`src/rtl/lzc_iter_if.sv`:
```
// Handshake bundle for lzc_iter: operand channel (in_*) and result channel (out_*).
// Both channels use valid/ready: a transfer happens on a rising clock edge where
// valid and ready are both 1; the producer holds valid and payload stable until
// that edge, and ready never depends combinationally on valid.
interface lzc_iter_if #(
    parameter int WIDTH = 32,
    parameter int CW    = $clog2(WIDTH + 1)
);
    logic             in_valid;
    logic             in_ready;
    logic [WIDTH-1:0] in_data;
    logic             in_mode;
    logic             out_valid;
    logic             out_ready;
    logic [CW-1:0]    out_count;
    logic             out_zero;

    // Producer of operands / consumer of results.
    modport master (
        output in_valid, in_data, in_mode, out_ready,
        input  in_ready, out_valid, out_count, out_zero
    );

    // The counting block.
    modport slave (
        input  in_valid, in_data, in_mode, out_ready,
        output in_ready, out_valid, out_count, out_zero
    );
endinterface

```
`src/rtl/lzc_iter.sv`:
```
// Iterative leading-zero / leading-one counter. Scans the operand CHUNK bits per
// cycle from the MSB; leading-one mode inverts the operand at capture so both
// modes share the same zero scan. One operand in flight at a time.
module lzc_iter #(
    parameter int WIDTH = 32,
    parameter int CHUNK = 8,
    localparam int CW   = $clog2(WIDTH + 1)
) (
    input  logic        clk,
    input  logic        rst,
    lzc_iter_if.slave   bus,
    output logic [1:0]  fsm_state
);
    localparam int NCHUNK = WIDTH / CHUNK;
    localparam int IW     = (NCHUNK > 1) ? $clog2(NCHUNK) : 1;

    typedef enum logic [1:0] {
        IDLE = 2'd0,
        SCAN = 2'd1,
        DONE = 2'd2
    } state_t;

    state_t           state;
    logic [WIDTH-1:0] work;
    logic [IW-1:0]    idx;
    logic [CW-1:0]    count;
    logic             out_valid_q;
    logic [CW-1:0]    out_count_q;
    logic             out_zero_q;

    logic [CHUNK-1:0] top_chunk;
    logic [CW-1:0]    chunk_lz;
    logic             found;

    assign top_chunk     = work[WIDTH-1 -: CHUNK];
    assign bus.in_ready  = (state == IDLE);
    assign bus.out_valid = out_valid_q;
    assign bus.out_count = out_count_q;
    assign bus.out_zero  = out_zero_q;
    assign fsm_state     = state;

    // Leading zeros inside the top chunk; only used when the chunk is non-zero.
    always_comb begin
        chunk_lz = CW'(CHUNK);
        found    = 1'b0;
        for (int i = CHUNK - 1; i >= 0; i--) begin
            if (!found && top_chunk[i]) begin
                chunk_lz = CW'(CHUNK - 1 - i);
                found    = 1'b1;
            end
        end
    end

    // Control FSM plus datapath: capture, chunk-by-chunk scan, result hold.
    always_ff @(posedge clk) begin
        if (rst) begin
            state       <= IDLE;
            work        <= '0;
            idx         <= '0;
            count       <= '0;
            out_valid_q <= 1'b0;
            out_count_q <= '0;
            out_zero_q  <= 1'b0;
        end else begin
            case (state)
                IDLE: begin
                    if (bus.in_valid) begin
                        work  <= bus.in_mode ? ~bus.in_data : bus.in_data;
                        count <= '0;
                        idx   <= '0;
                        state <= SCAN;
                    end
                end
                SCAN: begin
                    if (top_chunk != '0) begin
                        // A non-zero chunk means the total stays below WIDTH.
                        out_count_q <= count + chunk_lz;
                        out_zero_q  <= 1'b0;
                        out_valid_q <= 1'b1;
                        state       <= DONE;
                    end else if (idx == IW'(NCHUNK - 1)) begin
                        out_count_q <= CW'(WIDTH);
                        out_zero_q  <= 1'b1;
                        out_valid_q <= 1'b1;
                        state       <= DONE;
                    end else begin
                        count <= count + CW'(CHUNK);
                        work  <= work << CHUNK;
                        idx   <= idx + 1'b1;
                    end
                end
                DONE: begin
                    if (bus.out_ready) begin
                        out_valid_q <= 1'b0;
                        state       <= IDLE;
                    end
                end
                default: state <= IDLE;
            endcase
        end
    end
endmodule

```
`src/flat_wrapper.sv`:
```
// flat-port wrapper written by rule: the top's interface ports become plain ports
module lzc_iter_flat 
#(
    parameter int WIDTH = 32,
    parameter int CHUNK = 8,
    localparam int CW   = $clog2(WIDTH + 1)
)
  (clk, rst, fsm_state, bus_in_valid, bus_in_data, bus_in_mode, bus_out_ready, bus_in_ready, bus_out_valid, bus_out_count, bus_out_zero);
  lzc_iter_if #(.WIDTH(WIDTH)) bus_i ();
  input  logic clk;
  input  logic rst;
  output logic [1:0] fsm_state;
  input wire logic [$bits(bus_i.in_valid)-1:0] bus_in_valid;
  input wire logic [$bits(bus_i.in_data)-1:0] bus_in_data;
  input wire logic [$bits(bus_i.in_mode)-1:0] bus_in_mode;
  input wire logic [$bits(bus_i.out_ready)-1:0] bus_out_ready;
  output wire logic [$bits(bus_i.in_ready)-1:0] bus_in_ready;
  output wire logic [$bits(bus_i.out_valid)-1:0] bus_out_valid;
  output wire logic [$bits(bus_i.out_count)-1:0] bus_out_count;
  output wire logic [$bits(bus_i.out_zero)-1:0] bus_out_zero;
  assign bus_i.in_valid = bus_in_valid;
  assign bus_i.in_data = bus_in_data;
  assign bus_i.in_mode = bus_in_mode;
  assign bus_i.out_ready = bus_out_ready;
  assign bus_in_ready = bus_i.in_ready;
  assign bus_out_valid = bus_i.out_valid;
  assign bus_out_count = bus_i.out_count;
  assign bus_out_zero = bus_i.out_zero;
  lzc_iter #(.WIDTH(WIDTH), .CHUNK(CHUNK)) u_core (.clk(clk), .rst(rst), .bus(bus_i), .fsm_state(fsm_state));
endmodule
```
`config.mk`:
```
export PLATFORM = sky130hd
export DESIGN_NAME = lzc_iter_flat
export DESIGN_NICKNAME = d
export VERILOG_FILES = /design/src/rtl/lzc_iter_if.sv /design/src/rtl/lzc_iter.sv /design/src/flat_wrapper.sv
export SDC_FILE = /design/constraint.sdc
export NUM_CORES = 1
export LEC_CHECK = 0
export CAP_MARGIN = 20
export CORE_MARGIN = 2
export CORE_UTILIZATION = 45
export DETAILED_ROUTE_END_ITERATION = 7
export PLACE_DENSITY = 0.7
export SLEW_MARGIN = 30
export SYNTH_ARGS = -nofsm -noshare
export SYNTH_HDL_FRONTEND = slang
export SYNTH_SLANG_ARGS = --single-unit
```
`constraint.sdc`:
```
create_clock -name clk -period 3.6 [get_ports clk]
set_input_delay 0.72 -clock clk [delete_from_list [all_inputs] [get_ports clk]]
set_output_delay 0.72 -clock clk [all_outputs]
set_load 0.005 [all_outputs]
```
Word level (Yosys, flattened, before mapping)
Index checks and enable logic that the tools add are counted.
{"block": "word_totals", "wordCells": 82, "output_inout_bits": 11, "inputBits": 37, "register_bits": 50}
{"block": "op_classes", "bitwise_logic": 1, "n_reduce_logical": 23, "n_addsub": 3, "mux": 40, "eq_ne": 8}
{"op": "2-to-1 mux 32 bit", "n": 4}
{"op": "2-to-1 mux 6 bit", "n": 12}
{"op": "case mux 32 bit (2 select lines)", "n": 1}
{"op": "inverter 32 bit", "n": 1}
{"op": "2-to-1 mux 2 bit", "n": 7}
{"op": "case mux 6 bit (2 select lines)", "n": 1}
{"op": "2-to-1 mux 1 bit", "n": 11}
{"op": "inequality test 2 bit (second input constant)", "n": 4}
{"op": "nonzero test 8 bit", "n": 1}
{"op": "logical AND 1 bit", "n": 7}
{"op": "zero test 1 bit", "n": 7}
{"op": "adder 6 x 4 -> 6 bit (second input constant)", "n": 1}
{"op": "adder 6 bit", "n": 1}
{"op": "case mux 2 bit (3 select lines)", "n": 1}
{"op": "AND reduction 3 bit", "n": 2}
{"op": "nonzero test 2 bit", "n": 3}
{"op": "== test 2 bit (second input constant)", "n": 2}
{"op": "2-to-1 mux 4 bit", "n": 1}
{"op": "case mux 2 bit (2 select lines)", "n": 1}
{"op": "AND reduction 4 bit", "n": 1}
{"op": "inequality test 3 x 1 -> 1 bit (second input constant)", "n": 1}
{"op": "adder 2 x 1 -> 2 bit (second input constant)", "n": 1}
{"op": "== test 2 x 1 -> 1 bit (second input constant)", "n": 1}
{"op": "zero test 2 bit", "n": 1}
{"op": "other kinds (2)", "n": 2}

Depth between registers and ports, before layout
{"block": "logic_depth", "word_depth": 24, "depth_mapped": 8, "depth_no_buf": 8}

Worst setup path before layout
OpenSTA, ideal clock, no wires.
{"block": "synth_path", "path_type": "input port to flip-flop", "startpoint": "in bus_in_mode", "endpoint": "reg u_core.work[15]", "slack_ns": 1.624, "n_path_buf": 2, "cell_stages": 6, "arrival_ns": 1.860, "required_time_ns": 3.484, "setup_ns": 0.116, "path_cell_list": "clkbuf_1 > buf_1 > xor2_1 > mux2i_1 > nor4_1 > a31o_2"}
{"block": "synth_between", "elab_chain_cells": 3}
{"item": "from (decl)", "line_no": "flat_wrapper.sv:15", "source": "input wire logic [$bits(bus_i.in_mode)-1:0] bus_in_mode;"}
{"item": "2-to-1 mux 32 bit", "line_no": "lzc_iter.sv:68", "source": "work <= bus.in_mode ? ~bus.in_data : bus.in_data;"}
{"item": "2-to-1 mux 32 bit", "line_no": "lzc_iter.sv:67", "source": "if (bus.in_valid) begin"}
{"item": "case mux 32 bit (2 select lines)", "line_no": "lzc_iter.sv:65", "source": "case (state)"}
{"item": "to (signal assigned)", "line_no": "lzc_iter.sv:68"}
{"item": "to (signal assigned)", "line_no": "lzc_iter.sv:88", "source": "work <= work << CHUNK;"}
{"item": "to (decl)", "line_no": "lzc_iter.sv:24", "source": "logic [WIDTH-1:0] work;"}
Every way passes these cells. The select of a mux whose other input is x is not followed.
A chain may end at the register's enable or synchronous reset.

Worst setup path in the final report
{"block": "layout_path", "startpoint": "reg u_core.state[1], in the netlist u_core.fsm_state[1]", "endpoint": "out bus_in_ready"}
{"block": "layout_between", "elab_chain_cells": 1}
{"item": "from (decl)", "line_no": "lzc_iter.sv:23", "source": "state_t state;"}
{"item": "from (signal assigned)", "line_no": "lzc_iter.sv:57", "source": "state <= IDLE;"}
{"item": "from (signal assigned)", "line_no": "lzc_iter.sv:71", "source": "state <= SCAN;"}
{"item": "from (signal assigned)", "line_no": "lzc_iter.sv:80", "source": "state <= DONE;"}
{"item": "zero test 2 bit", "line_no": "lzc_iter.sv:36", "source": "assign bus.in_ready = (state == IDLE);"}
{"item": "to (decl)", "line_no": "flat_wrapper.sv:17", "source": "output wire logic [$bits(bus_i.in_ready)-1:0] bus_in_ready;"}
Every way passes these cells.

==> flow_metrics.py <==
metrics = {
    "outcome": {
        "status": "complete, no violations",
    },
    "yosys": {
        "yosysWarnings": 0,
        "yosysUniqueCellTypes": 42,
        "syn_area_per_cell_um2": 9.93,
        "ys_ff_latch": 47,
        "syn-num-nets": 317,
        "seq_area_frac_synth_pct": 34.7,
        "synth_ff_type": "dfxtp_1",
        "syn_inst": 273,
        "synth_edf_count": 0,
        "netlist_area_um2": 2710,
        "synthArstFlopShare_pct": 0,
    },
    "global_routing": {
        "track_usage_pct": 18.3,
        "use_met1_pct": 24.8,
        "top_usage_layer": "met2",
        "antenna_found_initial": 0,
        "first_global_vias": 2054,
        "grt_max_degree": 46,
        "grt-ovfl-total": 0,
        "use_met3_pct": 3.30,
        "grtUsageMet2_pct": 30.1,
        "grt_pass1_wl_um": 9540,
    },
    "clock_tree": {
        "cts-buffers-inserted": 5,
        "clk_pin_slew_worst_paths_ns": 0.08,
        "htreeDepth": 2,
        "cts_sinks": 47,
        "root_buffer": "clkbuf_8",
        "cts.repair.resized": 0,
        "cts_tree": "yes",
        "cts_setup_buffers": 0,
        "clkLatencyLatePin_ns": 0.30,
        "cts_hold_buf": 0,
        "clock_path_buffers": 2,
    },
    "placement": {
        "dp_hpwl_um": 3890,
        "gp_congestion": 0.803,
        "io_buffers": 47,
        "dp.cells": 375,
        "preCtsSetupSlack_ns": 1.17,
    },
    "power_and_ir_drop": {
        "power_density_nw_per_um2": 757,
        "p_leak_uw": 0.00120,
        "clockPowerShare_pct": 14.0,
        "power_uw": 2490,
        "switching_share_pct": 40.8,
        "ir_drop_uv": 445,
        "p_int_uw": 1470,
        "seqPwrFrac_pct": 35.1,
        "power.switching_uw": 1020,
        "combPwrFrac_pct": 50.9,
    },
    "timing": {
        "finalHoldViolations": 0,
        "setup_slack_ns": 1.32,
        "timing.slew.headroom_pct": 36.4,
        "min_period_ns": 2.28,
        "final.setup_skew_ns": 0.00396,
        "period_share_pct": 63.2,
        "fmax_mhz": 439,
        "tns_ns": 0,
        "rsz0062_at_grt": "false",
        "setup_violations": 0,
        "maxSlewViolCount": 0,
        "worst_pin_slew_ns": 0.954,
    },
    "routing": {
        "wire_per_inst_um": 14.8,
        "num_vias": 2170,
        "drtPass1Iterations": 4,
        "wl_um": 5680,
        "vias_per_cell": 5.67,
        "route.detailed.drc": 0,
        "first_iter_violations": 134,
        "drtAntennaViolNets": 0,
    },
    "worst_setup_path": {
        "worstSetupPathType": "reg -> out",
        "critPathRequiredTime_ns": 2.88,
        "cp.arrival_ns": 1.56,
        "startpoint_type": "flip-flop",
        "crit_fanout": 6,
        "crit_start": "u_core.fsm_state[1]$_SDFFE_PP0P_",
        "critPathCaptureType": "output port",
        "reg2reg_from": "u_core.work[24]$_SDFFE_PP0P_",
    },
    "final_layout": {
        "n_antenna_cell": 0,
        "mostFrequentLayoutCell": "dfxtp_1",
        "final_cell_mix": "dfxtp_1, clkdlybuf4s50_1, xor2_1",
        "layout.cells.non_filler": 383,
        "area_growth_pct": 21.3,
        "n_fill_cell": 560,
        "finalNetCount": 351,
        "fin_util_pct": 55.9,
        "drive_gt1_share_pct": 17.9,
    },
    "hold_path": {
        "hold_class": "reg -> reg",
        "min-delay-start": "u_core.bus.out_count[1]$_SDFFE_PP0P_",
    },
    "floorplanning": {
        "core_area_um2": 5890,
        "die_y_um": 81.6,
        "core.rowCount": 28,
        "start_util_pct": 46.0,
        "io_pins": 48,
        "die_area_um2": 6660,
        "die_w_um": 81.6,
    },
    "flow_run": {
        "maxCapViolCount": 0,
    },
}
==> critical path, cell delays in order (launching register included) <==
cell,delay (ns)
dfxtp_1,0.34
inv_1,0.10
ha_1,0.28
clkdlybuf4s50_1,0.54
==> flip-flops by register name, indices dropped and copies added (netlist names) <==
name and flops:
u_core.bus.out_valid 1, u_core.count 3, u_core.bus.out_zero 1, u_core.bus.out_count 6, u_core.fsm_state 2, u_core.work 32, u_core.idx 2
==> final cells by class <==
| type | count | area (µm²) | area share, % |
|---|---|---|---|
| sequential | 47 | 941 | 28.6 |
| inverter | 7 | 26.3 | 0.799 |
| multi-input combinational | 193 | 1620 | 49.3 |
| timing repair buffer | 53 | 505 | 15.4 |
| tap | 75 | 93.8 | 2.85 |
| clock buffer | 8 | 100 | 3.04 |
==> Yosys cell counts, types with 2 or more instances <==
cell       n  area share (%)
mux2_2     2            0.83
a31o_2    17             5.5
a31oi_1    3            0.69
nand2_1    3            0.42
o21ai_0    3            0.55
buf_2      3            0.55
nor3_1     6             1.1
mux2i_1   24             8.9
nand3_1    2            0.37
a31o_1    16             5.2
nor2_1     8             1.1
a22o_1     5             1.6
xnor2_1    9             2.9
clkbuf_1  15             2.1
inv_1      6            0.83
dfxtp_1   47              35
buf_1      5            0.69
a21oi_1    6             1.1
nor4_1    18             4.2
nand4b_1   2            0.65
ha_1       7             3.2
xor2_1    25             8.1
nor4_2    16             7.4
o31ai_1    3            0.83
buf_6      2            0.83
nor2b_1    4            0.92
==> metrics by stage <==
stage          instance area, µm²  hold slack [ns]
4_1_cts                      3290            0.483
3_5_place_dp                 3190            0.463
6_report                     3290            0.478
3_3_place_gp                 3190            0.457
5_1_grt                      3290            0.499
2_1_floorplan                2710            0.449
==> routing by layer <==
layer,wire (µm),vias to the layer above
met4,63,0
met2,2660,47
met1,2760,1026
met5,0,-
li1,-,1092
met3,194,5
==> power by group through the flow <==
stage | logic [µW] | registers, µW | clock network, µW
global route | 1390 | 906 | 382
detailed placement | 1260 | 886 | 0
global placement | 1240 | 880 | 0
finish | 1270 | 872 | 349
floorplan | 972 | 849 | 0
CTS | 1270 | 873 | 359
==> worst paths after layout <==
kind / depth (start not counted) / end / slack [ns]
hold reg to reg: 1 / u_core.bus.out_count[1]$_SDFFE_PP0P_ / 0.48
hold / removal: 1 / u_core.bus.out_count[1]$_SDFFE_PP0P_ / 0.48
setup reg to reg: 5 / u_core.work[15]$_SDFFE_PP0P_ / 1.39
setup / recovery: 3 / bus_in_ready / 1.32
==> cells by family after synthesis <==
group                    Yosys count  share of synthesized area [%]
XOR/XNOR                          34                           11.0
other                              1                          0.138
buffers and inverters             33                           5.68
AO/OA/AOI/OAI                     58                           17.1
AND/OR/NAND/NOR                   67                           18.5
flip-flops                        47                           34.7
multiplexers                      26                           9.70
adder cells (fa/ha/maj)            7                           3.23
(Power assumes the default switching activity.)
